$ cat src/rtl/fetch_stage.sv
// rtl/fetch_stage.sv - IF stage: PC ownership, single-outstanding imem fetch, one-entry response buffer
//
// Ports:
//   i_clk, i_rst            clock, synchronous active-high reset
//   i_clk_en, i_stall       pipeline clock enable, hazard stall (shared with IF/ID)
//   i_redirect/_pc          taken branch/jump from EX
//   i_trap/_pc              trap entry / mret from MEM (wins over i_redirect)
//   o_imem_*/i_imem_*       instruction memory request/grant and response
//   o_instr_f, o_pc_f, o_pc_p4_f, o_exception_code_f, o_valid_f   to IF/ID
//   o_exception_f_stall     high while halted after a fetch exception
module fetch_stage #(
    parameter int XLEN = 2,                        // 1: 32-bit, 2: 64-bit
    localparam int W = 1 << (XLEN + 4),
    parameter logic [W-1:0] RESET_PC = '0,
    parameter logic [3:0] NO_E = 4'hf,
    parameter logic [3:0] E_INSTR_MISALIGNED = 4'h0,
    parameter logic [3:0] E_INSTR_ACCESS_FAULT = 4'h1
) (
    input  logic         i_clk,
    input  logic         i_rst,
    input  logic         i_clk_en,
    input  logic         i_stall,
    input  logic         i_redirect,
    input  logic [W-1:0] i_redirect_pc,
    input  logic         i_trap,
    input  logic [W-1:0] i_trap_pc,
    output logic         o_imem_req,
    output logic [W-1:0] o_imem_addr,
    input  logic         i_imem_gnt,
    input  logic         i_imem_rvalid,
    input  logic [31:0]  i_imem_rdata,
    input  logic         i_imem_err,
    output logic [31:0]  o_instr_f,
    output logic [W-1:0] o_pc_f,
    output logic [W-1:0] o_pc_p4_f,
    output logic [3:0]   o_exception_code_f,
    output logic         o_exception_f_stall,
    output logic         o_valid_f
);
    localparam logic [31:0] NOP = 32'h00000013;

    typedef enum logic [1:0] {S_IDLE, S_WAIT, S_DROP, S_HALT} state_t;

    state_t       state;
    state_t       state_nx;
    logic [W-1:0] pc;
    logic         buf_valid;
    logic [31:0]  buf_instr;
    logic         buf_err;
    logic [W-1:0] buf_pc;

    logic         kill;
    logic [W-1:0] kill_pc;
    logic         live_rsp;
    logic         misaligned;
    logic         src_valid;
    logic         consume;
    logic         is_exc;

    assign kill       = i_trap | i_redirect;
    assign kill_pc    = i_trap ? i_trap_pc : i_redirect_pc;
    assign live_rsp   = (state == S_WAIT) && i_imem_rvalid;
    assign misaligned = (state == S_IDLE) && (pc[1:0] != 2'b00);

    // State register
    always_ff @(posedge i_clk) begin
        if (i_rst) begin
            state <= S_IDLE;
        end else begin
            state <= state_nx;
        end
    end

    // Next-state logic
    always_comb begin
        state_nx = state;
        if (kill) begin
            // A killed in-flight fetch must still drain its response in DROP
            case (state)
                S_WAIT, S_DROP: state_nx = i_imem_rvalid ? S_IDLE : S_DROP;
                default:        state_nx = S_IDLE;
            endcase
        end else if (consume) begin
            state_nx = is_exc ? S_HALT : S_IDLE;
        end else begin
            case (state)
                S_IDLE:  if (o_imem_req && i_imem_gnt) state_nx = S_WAIT;
                S_WAIT:  if (i_imem_rvalid) state_nx = S_IDLE;  // buffered
                S_DROP:  if (i_imem_rvalid) state_nx = S_IDLE;  // discarded
                default: state_nx = state;
            endcase
        end
    end

    // Output logic
    always_comb begin
        src_valid          = 1'b0;
        o_instr_f          = NOP;
        o_exception_code_f = NO_E;
        o_pc_f             = pc;
        if (buf_valid) begin
            src_valid          = 1'b1;
            o_instr_f          = buf_err ? NOP : buf_instr;
            o_exception_code_f = buf_err ? E_INSTR_ACCESS_FAULT : NO_E;
            o_pc_f             = buf_pc;
        end else if (live_rsp) begin
            src_valid          = 1'b1;
            o_instr_f          = i_imem_err ? NOP : i_imem_rdata;
            o_exception_code_f = i_imem_err ? E_INSTR_ACCESS_FAULT : NO_E;
        end else if (misaligned) begin
            src_valid          = 1'b1;
            o_exception_code_f = E_INSTR_MISALIGNED;
        end
    end

    assign o_valid_f           = src_valid && !kill && !i_rst;
    assign o_pc_p4_f           = o_pc_f + W'(4);
    assign o_exception_f_stall = (state == S_HALT);
    assign is_exc              = (o_exception_code_f != NO_E);
    assign consume             = o_valid_f && i_clk_en && !i_stall;
    assign o_imem_req          = (state == S_IDLE) && !buf_valid && i_clk_en
                                 && (pc[1:0] == 2'b00) && !kill && !i_rst;
    assign o_imem_addr         = pc;

    // PC and response buffer
    always_ff @(posedge i_clk) begin
        if (i_rst) begin
            pc        <= RESET_PC;
            buf_valid <= 1'b0;
        end else if (kill) begin
            pc        <= kill_pc;
            buf_valid <= 1'b0;
        end else if (consume) begin
            // An exception entry holds the PC so HALT reports the faulting address
            if (!is_exc) pc <= pc + W'(4);
            buf_valid <= 1'b0;
        end else if (live_rsp) begin
            buf_valid <= 1'b1;
            buf_instr <= i_imem_rdata;
            buf_err   <= i_imem_err;
            buf_pc    <= pc;
        end
    end
endmodule

$ cat config.mk
export PLATFORM = sky130hd
export DESIGN_NAME = fetch_stage
export DESIGN_NICKNAME = d
export VERILOG_FILES = /design/src/rtl/fetch_stage.sv
export SDC_FILE = /design/constraint.sdc
export NUM_CORES = 1
export LEC_CHECK = 0
export BUFFER_PORTS_ARGS = -buffer_cell sky130_fd_sc_hd__clkbuf_2
export CAP_MARGIN = 10
export CORE_AREA = 3 3 159 161
export CTS_CLUSTER_SIZE = 16
export DETAILED_ROUTE_END_ITERATION = 7
export DIE_AREA = 0 0 162 164
export HOLD_SLACK_MARGIN = 0.08
export PLACE_DENSITY = 0.78
export SYNTH_ARGS = -nofsm -noshare
export SYNTH_HDL_FRONTEND = slang
export SYNTH_SLANG_ARGS = --single-unit
$ cat constraint.sdc
create_clock -name i_clk -period 20.1 [get_ports i_clk]
set_input_delay 4.02 -clock i_clk [delete_from_list [all_inputs] [get_ports i_clk]]
set_output_delay 4.02 -clock i_clk [all_outputs]
set_load 0.005 [all_outputs]
==> results.md <==
- The run finished with clean final reports.
- The overall die width is 162 um.
- The signal on the critical path passes through clkbuf_2, buf_4, nor2_4, buf_4, nand2_1, a21oi_1, clkbuf_2.
- Before antenna repair, the detailed router went through 6 iterations.
- The cell count after synthesis came out at 1097.
- Buffers added to address setup during post-CTS repair amount to 0.
- The clock tree synthesis step divided the H-tree into 4 levels.
- Once layout is done, the placed cells without fillers occupy 13200 um^2.
- The clock tree from TritonCTS is built.
- The total wire length is 38300 um.
- The share of the Yosys chip area taken by registers is 0.406.
- The worst setup path is captured at a primary output.
- The delay of the slowest cell on the worst path is 0.37 ns.
- The via count of the first global-routing pass is 10.3k.
- Of the total synthesized cell area, the portion taken by full adders, half adders and majority gates is 0.00598.
- The number of enable flip-flop cells after synthesis is 97.
- The startpoint identified for the worst register-to-register timing path is buf_valid.
- The number of buffers inserted by port buffering is 399.
- The most used flip-flop cell after synthesis is sky130_fd_sc_hd__edfxtp_1.
- The portion of synthesized area spent on multiplexers is 0.0654.
- Once placement finished, the instance area stood at 12700 um^2.
- The classification of the worst-slack hold path is register to register.
- By startpoint and endpoint, the worst setup path is classified as input port to primary output.
- The biggest fanout along the worst timing path is 37.
- The area of the core is 24100 um^2.
- The total overflow left after global routing is 0.
- On the critical path, the stage with the largest delay is an instance of sky130_fd_sc_hd__buf_4.
- The setup slack on the worst flop-to-flop path is 17.03 ns.
- The count of state elements after synthesis is 164.
- Setup repair after global routing left no endpoint under its margin.
- The initial antenna violation count is 0.
- The I/O pin count is 400.
- By area, the combinational part of the netlist is dominated by simple AND/OR/NAND/NOR gates.
- The number of nets in the layout is 1629.
- Measured against its own limit, the worst slew margin works out to 0.257.
- The via count of the routed design is 10.6k.
- The iteration-0 DRC count of the detailed router is 996.
- The post-synthesis share of cell area spent on and, or, nand and nor gates is 0.220.
- Once the clock tree was built, the resizer swapped 0 gates to a different size.
- The global placement routability congestion is 0.905.
- The antenna cell count is 0.
- Clock latency on the worst-skew pair, taken at its later pin, is 0.43 ns.
- The complex-gate fraction of the synthesized area is 0.190.
- The share of post-route cells with drive strength above 1 is 0.370.
- The floorplan has 57 rows.
- Counting cells, the worst reg-to-reg path comes to 8.
- The worst hold path terminates at buf_pc[63].
- STA classifies the critical path startpoint as an input port.
- The post-synthesis async set-or-reset flop share is 0.
- The filler cells instantiated in the layout total 2183.
- The count of final max-slew check failures is 0.
- Summing every instance area after synthesis gives 10500 um^2.
- The number of different library cells used by synthesis comes to 83.
- The worst clock skew on the final layout is 0.0123 ns.
- In the post-route analysis, the smallest setup slack over all paths is 10.53 ns.
- The number of clock buffers added by TritonCTS is 17.
- In this run the critical register-to-register path is captured at o_imem_addr[59].
- Timing would allow up to 0.105 GHz.
- The wire length per cell after detailed routing is 21.4 um.
- The DRC violation count after routing is 0.
- The mean area per synthesized cell is 9.54 um^2.
- VDD sags by at most 50.5 uV.
- The power per cell area is 63.2 nW/um^2.
- Max-cap violations in this run came to 0.
- Along the worst hold path, the cell count comes to 0.
- The final number of setup-violating endpoints is 0.
- Buffers inserted to repair hold after CTS numbered 0.
- The wire length of the first global-routing pass is 58000 um.
- Across every metal layer, demand over resource in global routing totals 0.279.
- The start point of the critical path is i_redirect.
- Entering global routing, the biggest net connects 67 pins.
- For this configuration, the core starts out at a cell density of 0.434.
- The clock-pin slew on the worst setup and hold paths is 0.07 ns.
- For the final routed database, the setup TNS stands at 0 ns.
- The root buffer cell is sky130_fd_sc_hd__clkbuf_16.
- After detailed routing, the number of vias per cell comes to 5.93.
- The buffer levels on the longest clock path is 2.
- The data arrival time of the worst path is 5.55 ns.
- Dividing the final minimum period by the clock period gives 0.476.
- The design draws 837 uW.
- Of the total synthesized cell area, the portion taken by XOR and XNOR cells is 0.0661.
- The detailed-placement wirelength estimate is 28300 um.
- The final critical path time including I/O delays and setup is 9.57 ns.
- The actual transition at the worst max-transition pin is 1.11 ns.
- The die covers 26600 um^2.
- Once detail routing completed, the nets flagged for antenna violations numbered 0.
- At the placement stage, the worst setup path has a slack of 10.51 ns.
- The worst path required time is 16.08 ns.
- The startpoint identified for the worst hold timing path is o_imem_addr[63].
- The growth of design area from synthesis to finish is 26.4%.
- The y dimension of the die is 164 um.
- The final core utilization is 0.549.
- The analysis attributes to cell leakage a power of 5.44 nW.
- The tree built by TritonCTS fans out to 164 sinks.
- Synthesis produced a netlist with a net count of 1271.
- The number of synthesis warnings is 0.
- The number of failing hold endpoints at the final stage is 0.
## Yosys cell counts (7+ instances only)
master | number | area share
sky130_fd_sc_hd__nand2_1 | 107 | 0.038
sky130_fd_sc_hd__edfxtp_1 | 97 | 0.28
sky130_fd_sc_hd__nor2_1 | 75 | 0.027
sky130_fd_sc_hd__dfxtp_1 | 67 | 0.13
sky130_fd_sc_hd__nand3_1 | 58 | 0.028
sky130_fd_sc_hd__xnor2_1 | 54 | 0.045
sky130_fd_sc_hd__o21ai_0 | 44 | 0.021
sky130_fd_sc_hd__mux2_2 | 43 | 0.046
sky130_fd_sc_hd__clkbuf_1 | 37 | 0.013
sky130_fd_sc_hd__a21oi_1 | 35 | 0.017
sky130_fd_sc_hd__a22o_1 | 35 | 0.029
sky130_fd_sc_hd__nor3_1 | 35 | 0.017
sky130_fd_sc_hd__nand4_1 | 29 | 0.017
sky130_fd_sc_hd__a22oi_1 | 26 | 0.019
sky130_fd_sc_hd__inv_1 | 26 | 0.0093
sky130_fd_sc_hd__xor2_1 | 25 | 0.021
sky130_fd_sc_hd__o22ai_1 | 24 | 0.014
sky130_fd_sc_hd__mux2i_1 | 20 | 0.019
sky130_fd_sc_hd__buf_2 | 19 | 0.0091
sky130_fd_sc_hd__a211oi_1 | 14 | 0.010
sky130_fd_sc_hd__a222oi_1 | 11 | 0.011
sky130_fd_sc_hd__a31oi_1 | 10 | 0.0060
sky130_fd_sc_hd__and3_1 | 9 | 0.0054
sky130_fd_sc_hd__nor2b_1 | 9 | 0.0054
sky130_fd_sc_hd__nor4_1 | 9 | 0.0054
sky130_fd_sc_hd__buf_4 | 8 | 0.0057
sky130_fd_sc_hd__nand4b_1 | 8 | 0.0067
sky130_fd_sc_hd__buf_1 | 7 | 0.0025
sky130_fd_sc_hd__nand3b_1 | 7 | 0.0050
sky130_fd_sc_hd__nor4_2 | 7 | 0.0084
## cell families (layout without fill, tap and decap cells)
group	count (synthesis)	count (layout)
compound gates	269	269
xor+xnor	79	79
fa+ha+maj	5	5
buf+inv	104	475
flops	164	164
mux	63	63
simple gates	413	413
## state kept, by name, summed over array words and instances, names as in the netlist
signal,count
o_imem_addr,64
state,2
buf_pc,64
buf_err,1
buf_instr,32
buf_valid,1
## worst max-delay path, delay by kind of cell
kind / cells / cell delay (ns)
compound gates: 1 / 0.23
simple gates: 2 / 0.38
buf+inv: 4 / 0.91
## cell usage in the layout, fill, tap and decap left out, types with 10 or more instances in the layout
| master | count |
|---|---|
| sky130_fd_sc_hd__a211oi_1 | 14 |
| sky130_fd_sc_hd__a21oi_1 | 35 |
| sky130_fd_sc_hd__a222oi_1 | 11 |
| sky130_fd_sc_hd__a22o_1 | 35 |
| sky130_fd_sc_hd__a22oi_1 | 26 |
| sky130_fd_sc_hd__a31oi_1 | 10 |
| sky130_fd_sc_hd__buf_4 | 18 |
| sky130_fd_sc_hd__clkbuf_16 | 17 |
| sky130_fd_sc_hd__clkbuf_2 | 398 |
| sky130_fd_sc_hd__dfxtp_1 | 66 |
| sky130_fd_sc_hd__edfxtp_1 | 97 |
| sky130_fd_sc_hd__inv_1 | 26 |
| sky130_fd_sc_hd__mux2_2 | 43 |
| sky130_fd_sc_hd__mux2i_1 | 20 |
| sky130_fd_sc_hd__nand2_1 | 107 |
| sky130_fd_sc_hd__nand3_1 | 58 |
| sky130_fd_sc_hd__nand4_1 | 29 |
| sky130_fd_sc_hd__nor2_1 | 74 |
| sky130_fd_sc_hd__nor3_1 | 33 |
| sky130_fd_sc_hd__o21ai_0 | 44 |
| sky130_fd_sc_hd__o22ai_1 | 24 |
| sky130_fd_sc_hd__xnor2_1 | 54 |
| sky130_fd_sc_hd__xor2_1 | 25 |
## worst max-delay path by stage
stage                     slack (ns)        end  cells past startpoint
after detailed placement       10.51  o_valid_f                      7
after global routing           10.40  o_valid_f                      7
after global placement         10.57  o_valid_f                      7
final                          10.53  o_valid_f                      7
after CTS                      10.50  o_valid_f                      7
after floorplan                 8.30    buf_err                      5
## power by group
part           internal (mW)  switching (mW)  leakage (nW)
Combinational         0.0603          0.0662          3.71
Sequential             0.365          0.0222          1.45
Clock                  0.175           0.147         0.280
Total                  0.601           0.236          5.44
## area by class of cell
cell class	instances	area, um^2	area share
clock inverter	14	144	0.0109
tap	324	405	0.0306
timing repair buffer	417	2130	0.161
inverter	26	97.6	0.00738
clock buffer	18	429	0.0324
multi-input combinational	829	5760	0.436
sequential	164	4260	0.322
## metrics by stage
step | instances | hold slack, ns
global route | 1792 | 0.537
detailed placement | 1760 | 0.524
CTS | 1792 | 0.535
global placement | 1760 | 0.526
finish | 1792 | 0.529
floorplan | 1097 | 0.449
## per-layer routing
layer,global-route usage,wire length [um],up-vias
li1,-,-,4906
met1,0.359,15500,5029
met2,0.465,18300,616
met3,0.0537,3290,72
met4,0.107,1130,0
met5,0,0,-
Note: power is estimated with default switching activity, not from simulation.
